<file path="src/rtl/processing_pkg.sv">
// Shared definitions for the pulse processing chain: trigger-mode encodings,
// FSM state encodings and default data-path widths.
package processing_pkg;

  localparam int unsigned ADC_W_DEF = 16;
  localparam int unsigned TS_W_DEF  = 64;

  localparam logic TRIG_LEVEL = 1'b0;
  localparam logic TRIG_EDGE  = 1'b1;

  typedef enum logic [1:0] {
    IDLE    = 2'd0,
    CAPTURE = 2'd1,
    REPORT  = 2'd2
  } pwc_state_t;

endpackage

</file>
<file path="src/rtl/pulse_trigger_detect.sv">
// Per-sample trigger decision for the pulse front-end.
// Keeps the previous sample for edge detection and muxes level/edge mode.
// Ports:
//   clk210_p, reset_p   clock and synchronous active-high reset
//   sample_valid        sample is valid this cycle
//   sample              unsigned ADC sample
//   trig_mode           TRIG_LEVEL / TRIG_EDGE
//   trig_threshold      unsigned threshold
//   trig_c              combinational trigger for the current valid sample
module pulse_trigger_detect
  import processing_pkg::*;
#(
  parameter int unsigned ADC_W = ADC_W_DEF
) (
  input  logic             clk210_p,
  input  logic             reset_p,
  input  logic             sample_valid,
  input  logic [ADC_W-1:0] sample,
  input  logic             trig_mode,
  input  logic [ADC_W-1:0] trig_threshold,
  output logic             trig_c
);

  logic [ADC_W-1:0]  prev_q;
  logic              prev_valid_q;
  logic signed [ADC_W:0] delta_c;
  logic signed [ADC_W:0] thr_c;

  // Previous sample tracks every valid sample regardless of FSM state.
  always_ff @(posedge clk210_p) begin
    if (reset_p) begin
      prev_q       <= '0;
      prev_valid_q <= 1'b0;
    end else if (sample_valid) begin
      prev_q       <= sample;
      prev_valid_q <= 1'b1;
    end
  end

  // Difference is taken one bit wider so a falling slope stays negative.
  always_comb begin
    delta_c = $signed({1'b0, sample}) - $signed({1'b0, prev_q});
    thr_c   = $signed({1'b0, trig_threshold});
    trig_c  = 1'b0;
    if (sample_valid) begin
      if (trig_mode == TRIG_EDGE) trig_c = prev_valid_q && (delta_c > thr_c);
      else                        trig_c = (sample > trig_threshold);
    end
  end

endmodule

</file>
<file path="src/rtl/pulse_window_capture.sv">
// Pulse front-end: drains the ADC FIFO, triggers on level or rising edge,
// captures a WIN_LEN-sample window and reports one record per event.
// Ports:
//   clk210_p, reset_p        clock and synchronous active-high reset
//   fifo_adc_rd_en_p         FIFO read enable (data valid one cycle later)
//   fifo_adc_data_count_p    FIFO occupancy
//   fifo_adc_dout_p          {time stamp, sample}
//   trig_mode_p              0 level, 1 rising edge
//   trig_threshold_p         unsigned trigger threshold
//   result_valid_p/ready_p   result handshake
//   result_ts_p/peak_p/peak_idx_p/sum_p  event record
//   event_count_p            completed events, wrapping
module pulse_window_capture
  import processing_pkg::*;
#(
  parameter int unsigned ADC_W   = ADC_W_DEF,
  parameter int unsigned TS_W    = TS_W_DEF,
  parameter int unsigned CNT_W   = 10,
  parameter int unsigned WIN_LEN = 16,
  parameter int unsigned IDX_W   = $clog2(WIN_LEN),
  parameter int unsigned SUM_W   = ADC_W + $clog2(WIN_LEN) + 1
) (
  input  logic                  clk210_p,
  input  logic                  reset_p,
  output logic                  fifo_adc_rd_en_p,
  input  logic [CNT_W-1:0]      fifo_adc_data_count_p,
  input  logic [TS_W+ADC_W-1:0] fifo_adc_dout_p,
  input  logic                  trig_mode_p,
  input  logic [ADC_W-1:0]      trig_threshold_p,
  output logic                  result_valid_p,
  input  logic                  result_ready_p,
  output logic [TS_W-1:0]       result_ts_p,
  output logic [ADC_W-1:0]      result_peak_p,
  output logic [IDX_W-1:0]      result_peak_idx_p,
  output logic [SUM_W-1:0]      result_sum_p,
  output logic [15:0]           event_count_p
);

  localparam logic [IDX_W-1:0] LAST_IDX = IDX_W'(WIN_LEN - 1);

  pwc_state_t       state_q, state_d;
  logic             rd_en_c;
  logic             sample_valid_q;
  logic             trig_c;
  logic             reads_done_c;
  logic             win_last_c;
  logic [IDX_W-1:0] rd_cnt_q;
  logic [IDX_W-1:0] win_idx_q;
  logic [ADC_W-1:0] sample_c;
  logic [TS_W-1:0]  ts_c;
  logic             valid_q;
  logic [TS_W-1:0]  ts_q;
  logic [ADC_W-1:0] peak_q;
  logic [IDX_W-1:0] peak_idx_q;
  logic [SUM_W-1:0] sum_q;
  logic [15:0]      event_count_q;

  assign sample_c = fifo_adc_dout_p[ADC_W-1:0];
  assign ts_c     = fifo_adc_dout_p[TS_W+ADC_W-1:ADC_W];

  pulse_trigger_detect #(.ADC_W(ADC_W)) u_trig (
    .clk210_p       (clk210_p),
    .reset_p        (reset_p),
    .sample_valid   (sample_valid_q),
    .sample         (sample_c),
    .trig_mode      (trig_mode_p),
    .trig_threshold (trig_threshold_p),
    .trig_c         (trig_c)
  );

  // rd_cnt counts post-trigger reads; reaching LAST_IDX means the window is fully requested.
  assign reads_done_c = (state_q == CAPTURE) && (rd_cnt_q == LAST_IDX);
  assign win_last_c   = (IDX_W'(win_idx_q + IDX_W'(1)) == LAST_IDX);

  // State register.
  always_ff @(posedge clk210_p) begin
    if (reset_p) state_q <= IDLE;
    else         state_q <= state_d;
  end

  // Next state and FIFO read enable.
  always_comb begin
    state_d = state_q;
    rd_en_c = 1'b0;
    case (state_q)
      IDLE: begin
        rd_en_c = (fifo_adc_data_count_p != '0);
        if (trig_c) state_d = CAPTURE;
      end
      CAPTURE: begin
        rd_en_c = (fifo_adc_data_count_p != '0) && !reads_done_c;
        if (sample_valid_q && win_last_c) state_d = REPORT;
      end
      REPORT: begin
        if (result_ready_p) state_d = IDLE;
      end
      default: state_d = IDLE;
    endcase
    if (reset_p) rd_en_c = 1'b0;
  end

  // Read pipeline, window accumulators and result registers.
  always_ff @(posedge clk210_p) begin
    if (reset_p) begin
      sample_valid_q <= 1'b0;
      rd_cnt_q       <= '0;
      win_idx_q      <= '0;
      valid_q        <= 1'b0;
      ts_q           <= '0;
      peak_q         <= '0;
      peak_idx_q     <= '0;
      sum_q          <= '0;
      event_count_q  <= '0;
    end else begin
      sample_valid_q <= rd_en_c;
      valid_q        <= (state_d == REPORT);
      case (state_q)
        IDLE: begin
          if (trig_c) begin
            ts_q       <= ts_c;
            peak_q     <= sample_c;
            peak_idx_q <= '0;
            sum_q      <= SUM_W'(sample_c);
            win_idx_q  <= '0;
            // A read issued alongside the trigger sample already fetches index 1.
            rd_cnt_q   <= rd_en_c ? IDX_W'(1) : '0;
          end
        end
        CAPTURE: begin
          if (rd_en_c) rd_cnt_q <= rd_cnt_q + IDX_W'(1);
          if (sample_valid_q) begin
            win_idx_q <= win_idx_q + IDX_W'(1);
            sum_q     <= sum_q + SUM_W'(sample_c);
            if (sample_c > peak_q) begin
              peak_q     <= sample_c;
              peak_idx_q <= win_idx_q + IDX_W'(1);
            end
          end
        end
        REPORT: begin
          if (result_ready_p) begin
            event_count_q <= event_count_q + 16'd1;
            rd_cnt_q      <= '0;
          end
        end
        default: ;
      endcase
    end
  end

  assign fifo_adc_rd_en_p  = rd_en_c;
  assign result_valid_p    = valid_q;
  assign result_ts_p       = ts_q;
  assign result_peak_p     = peak_q;
  assign result_peak_idx_p = peak_idx_q;
  assign result_sum_p      = sum_q;
  assign event_count_p     = event_count_q;

endmodule

</file>
<file path="config.mk">
export PLATFORM = sky130hd
export DESIGN_NAME = pulse_window_capture
export DESIGN_NICKNAME = d
export VERILOG_FILES = /design/src/rtl/processing_pkg.sv /design/src/rtl/pulse_trigger_detect.sv /design/src/rtl/pulse_window_capture.sv
export SDC_FILE = /design/constraint.sdc
export NUM_CORES = 1
export LEC_CHECK = 0
export CORE_MARGIN = 5
export CORE_UTILIZATION = 35
export CTS_CLUSTER_DIAMETER = 100
export CTS_CLUSTER_SIZE = 40
export DETAILED_ROUTE_END_ITERATION = 7
export GPL_ROUTABILITY_DRIVEN = 1
export PLACE_DENSITY_LB_ADDON = 0.08
export SLEW_MARGIN = 10
export SYNTH_ARGS = -nofsm -noshare
export SYNTH_HDL_FRONTEND = slang
export SYNTH_HIERARCHICAL = 1
export SYNTH_SLANG_ARGS = --single-unit
</file>
<file path="constraint.sdc">
create_clock -name clk210_p -period 6.7 [get_ports clk210_p]
set_clock_uncertainty 0.15 [all_clocks]
set_input_delay 1.005 -clock clk210_p [delete_from_list [all_inputs] [get_ports clk210_p]]
set_output_delay 1.005 -clock clk210_p [all_outputs]
set_load 0.05 [all_outputs]
</file>
* Word-level counts from Yosys, hierarchy flattened
Index checks and enable logic that the tools add are counted.
** Word-level totals
- Output and inout port bits :: 123
- Logic and storage cells :: 70
- Register bits after elaboration :: 150
- Input bits :: 110
** Operators by class
- Equal/unequal tests :: 10
- Magnitude comparators :: 3
- Muxes and demuxes :: 26
- Reduce and logical (&&, ||, !) cells :: 14
- $add $sub $neg :: 5
** Operator list (count)
- 2-to-1 mux 16 bit :: 3
- 2-to-1 mux 21 bit :: 2
- case mux 21 bit (2 select lines) :: 1
- > comparator 16 bit :: 2
- case mux 16 bit (2 select lines) :: 1
- 2-to-1 mux 4 bit :: 7
- adder 21 x 16 -> 21 bit :: 1
- > comparator 17 bit :: 1
- subtractor 16 x 16 -> 17 bit :: 1
- adder 16 x 1 -> 16 bit (second input constant) :: 1
- case mux 4 bit (2 select lines) :: 2
- case mux 4 bit (3 select lines) :: 1
- nonzero test 10 bit :: 1
- adder 4 x 1 -> 4 bit (second input constant) :: 2
- == test 4 bit (second input constant) :: 2
- != test 2 bit (second input constant) :: 4
- AND reduction 4 bit :: 2
- 2-to-1 mux 2 bit :: 3
- case mux 2 bit (3 select lines) :: 1
- == test 2 bit (second input constant) :: 2
- logical AND 1 bit :: 4
- 2-to-1 mux 1 bit :: 4
- AND reduction 2 bit :: 2
- AND reduction 3 bit :: 1
- other kinds (7) :: 7

* Longest topological paths before layout
- Word-level depth :: 9
- Gate-level depth with buffers :: 23

* Modules after synthesis
The synthesis kept the hierarchy.
** Modules (own cells, without submodules)
- pulse_window_capture :: cells each 788, area each 6525.0 sq um, instances 1, seq. area each 2662.6 sq um
- pulse_trigger_detect :: cells each 270, area each 2145.8 sq um, instances 1, seq. area each 340.3 sq um

* Worst setup path after synthesis
No wires, ideal clock.
- Path type :: input-to-reg
- Start point :: in fifo_adc_dout_p[0]
- End point :: reg peak_q[0], in the netlist result_peak_p[0]
- Arrival :: 4784 ps
- Slack :: 1679 ps
- Data required time :: 6463 ps
- Buffers on the path :: 1
- Stages :: 20
- Path through :: inv_1 > ha_1 > fa_1 > nor2b_4 > o31a_1 > o31a_1 > o41ai_4 > nand3_1 > o211ai_1 > ha_1 > a2111oi_0 > nand3_1 > a41o_1 > nor2b_1 > or2_1 > clkbuf_1 > a41o_1 > a31oi_4 > or4b_1 > o31ai_1
** Between the ends
- Word-level cells in the longest chain between the ends :: 7
- Elaborated cells on any way between the ends :: 14
- Classes of those cells :: add/sub: 1; order compare: 3; eq/ne: 2; mux: 6; reduce/logical: 2
** RTL lines
- start, declared :: RTL line pulse_window_capture.sv:27 : input logic [TS_W+ADC_W-1:0] fifo_adc_dout_p,
- subtractor 16 x 16 -> 17 bit :: RTL line pulse_trigger_detect.sv:42 : delta_c = $signed({1'b0, sample}) - $signed({1'b0, prev_q});
- > comparator 17 bit :: RTL line pulse_trigger_detect.sv:46 : if (trig_mode == TRIG_EDGE) trig_c = prev_valid_q && (delta_c > thr_c);
- logical AND 1 bit :: RTL line pulse_trigger_detect.sv:46
- 2-to-1 mux 1 bit (*) :: RTL line pulse_trigger_detect.sv:46
- 2-to-1 mux 1 bit (*) :: RTL line pulse_trigger_detect.sv:45 : if (sample_valid) begin
- via trig_c :: RTL line pulse_window_capture.sv:44 : logic trig_c;
- != test 2 bit (no source line) (*)
- AND reduction 4 bit (no source line) (*)
- end signal, assigned :: RTL line pulse_window_capture.sv:121 : peak_q <= sample_c;
- end signal, assigned :: RTL line pulse_window_capture.sv:135 : peak_q <= sample_c;
- end, declared :: RTL line pulse_window_capture.sv:53 : logic [ADC_W-1:0] peak_q;
Mark *: on every way through the listed nets, which the timed path passes. The rest lies on a longest branch. The select of a mux whose other input is x is not followed.
A chain may end at the register's enable or synchronous reset.

* Worst setup path after layout
- Start point :: in fifo_adc_dout_p[1]
- End point :: reg peak_q[12], in the netlist result_peak_p[12]
Same word-level chain as after synthesis.

==> results.md <==
- Status: finished clean
- Post-synth net total: 1258
- Crit. End Element: flip-flop
- Top_reg_cell synth: dfxtp_1
- PostCTS Resize Cnt: 0
- Endpoints failing hold: 0
- Final #Nets: 1478
- Combinational power share: 29.9%
- Min Tclk post-route: 5.49 ns
- Final slew viol count: 0
- CTS Hold Bufs: 0
- Rel. slew slack: 34.7%
- Clock power frac: 35.1%
- Vias: 8196
- Commonest cells in the netlist: nand2_1 (158), dfxtp_1 (150), a21oi_1 (123)
- FF-to-FF setup slack: 2.03 ns
- Pwr Density: 235 nW/um^2
- FMAX: 182 MHz
- First-pass GRT wire length: 42300 um
- Area leader, netlist: dfxtp_1
- Share of post-route cells with drive strength above 1: 5.97%
- Vias in the first global route: 7773
- Die X: 167 um
- Sw frac: 34.5%
- MaxCap Viol Count: 0
- Die height: 167 um
- Wire length per cell: 16.7 um
- Cell leakage power: 4.52 nW
- Pin count of the biggest net entering global routing: 77
- Reg power frac: 35.0%
- Hold Crit Class: flip-flop to flip-flop
- Worst endpoint data arrival time: 5.66 ns
- Hold WS: 0.303 ns
- CP Launch Type: input pin
- Residual DRC: 0
- Antenna violations before repair: 0
- Gr usage total: 18.6%
- Via/cell ratio: 5.08
- CTS buffer count: 17
- Seq/Total Area, Yosys: 34.6%
- Yosys top cell area share: 34.6%
- Final Util: 49.0%
- Htree depth: 4
- Worst-Skew Late Latency: 0.43 ns
- Kind of critical path: input pin to flip-flop
- Slew @ Worst Pin: 0.973 ns
- RSZ-0062 raised after global routing: no
- Yosys Warn Count: 6
- CTS root buffer: clkbuf_16
- Top-count cell post-synth: nand2_1
- Largest cells by area after synthesis: dfxtp_1 (35%), ha_1 (13%), a21oi_1 (7.1%)
- Final ANT Viol Nets: 0
- Synthesized instance count: 1058
- Yosys cell types: 76
- Clk buf depth: 2
- Row count: 57
- Final Cycle Share: 82.0%
- Final TNS setup: 0 ns
- WL final: 27000 um
- Starting Density: 35.5%
- Clock transition at path regs: 0.06 ns
- Die area: 28000 um^2
- Antenna diodes: 0
- Synth Cell Area: 8670 um^2
- Count of final setup violators: 0
- Worst EP required: 6.86 ns
- Switching Power: 0.968 mW
- Port buffer count: 232
- Pwr Total: 2.80 mW
- Boundary pin count: 233
- Post-CTS setup buffer count: 0
- CTS tree: built
- Synth async-reset ratio: 0%
- GP Congestion: 0.839
- Area Overhead vs Synth: 37.8%
- Crit path max fanout: 26
- Mean Syn Cell Area: 8.20 um^2
- Total global routing overflow: 0
- Power Internal: 1.84 mW
- Router iterations before antenna repair: 5
- Placed cells: 1583
- Initial DRC count: 450
- Non-Filler Instances: 1614
- Post-synth EDFFs: 0
- #FFs+latches synth: 150
- Final HPWL DP: 19900 um
- Worst VDD drop: 176 uV
- Clock Sinks: 150
- Area of the core: 24400 um^2
==> through the flow <==
step | worst slack (ns) | area, um^2
2_1_floorplan | 1.68 | 8670
3_3_place_gp | 0.876 | 11400
3_5_place_dp | 0.787 | 11400
4_1_cts | 1.22 | 12000
5_1_grt | 0.674 | 12000
6_report | 1.21 | 12000
==> cell usage in the layout, fill, tap and decap left out, types with 26 or more instances in the layout <==
cell / n
nor2_1: 62
nand3_1: 28
clkdlybuf4s50_1: 231
a21oi_1: 123
o21ai_0: 46
ha_1: 88
nand2_1: 157
mux2i_1: 26
inv_1: 64
dfxtp_1: 150
==> per-layer routing <==
layer	track usage (%)	vias to the layer above	wire (um)
li1	-	4197	-
met1	24.6	3795	12600
met2	30.1	178	12600
met3	5.02	26	1410
met4	4.66	0	422
met5	0	-	0
==> final cells by class <==
type,count,area [um^2]
fillers,2413,12400
multi-input cells,789,5210
flip-flops and latches,150,3000
repair buffers,255,2490
clock buffers,17,425
well taps,324,405
inverters,65,244
clock inverters,14,169
==> critical path: stages <==
cell and delay, ns:
clkdlybuf4s50_1 0.54, buf_4 0.20, ha_1 0.23, nor2b_1 0.14, o2111ai_1 0.20, nand3_1 0.20, a22oi_1 0.31, a21boi_0 0.16
xor2_1 0.17, ha_1 0.29, nand4_1 0.11, nor2_1 0.16, a21oi_1 0.08, nand3_1 0.09, a41o_1 0.32, nor2b_1 0.10
or2_1 0.25, a41o_1 0.23, a31oi_4 0.28, buf_4 0.35, o211ai_1 0.12, o41ai_1 0.11
==> power groups by stage <==
stage,clock [mW],sequential [mW],combinational (mW)
after global routing,1.05,0.986,0.918
after global placement,0,1.00,0.835
after detailed placement,0,1.00,0.838
after CTS,1.02,0.981,0.841
final,0.985,0.981,0.839
after floorplan,0,1.14,0.413
==> final timing paths <==
kind,startpoint,endpoint,cells after the start
max,fifo_adc_dout_p[1],result_peak_p[12],22
min,result_ts_p[12],result_ts_p[12],2
max reg2reg,u_trig/prev_q[0],result_peak_p[12],20
min reg2reg,result_ts_p[12],result_ts_p[12],2
==> flip-flops by register name, summed over array words and instances (netlist names) <==
| signal | count |
|---|---|
| rd_cnt_q | 4 |
| result_valid_p | 1 |
| u_trig/prev_valid_q | 1 |
| result_ts_p | 64 |
| state_q | 2 |
| sample_valid_q | 1 |
| result_sum_p | 21 |
| event_count_p | 16 |
| win_idx_q | 4 |
| result_peak_idx_p | 4 |
| result_peak_p | 16 |
| u_trig/prev_q | 16 |
==> cell families after synthesis <==
family                   count (synthesis)  synth area share, %
AND/OR/NAND/NOR                        343                 18.4
AO/OA/AOI/OAI                          291                 21.5
flip-flops                             150                 34.6
buffers and inverters                  119                 5.34
adder cells (fa/ha/maj)                 90                 13.2
XOR/XNOR                                39                 3.94
multiplexers                            26                 3.00
No activity file was read; power rests on OpenSTA's default activity.
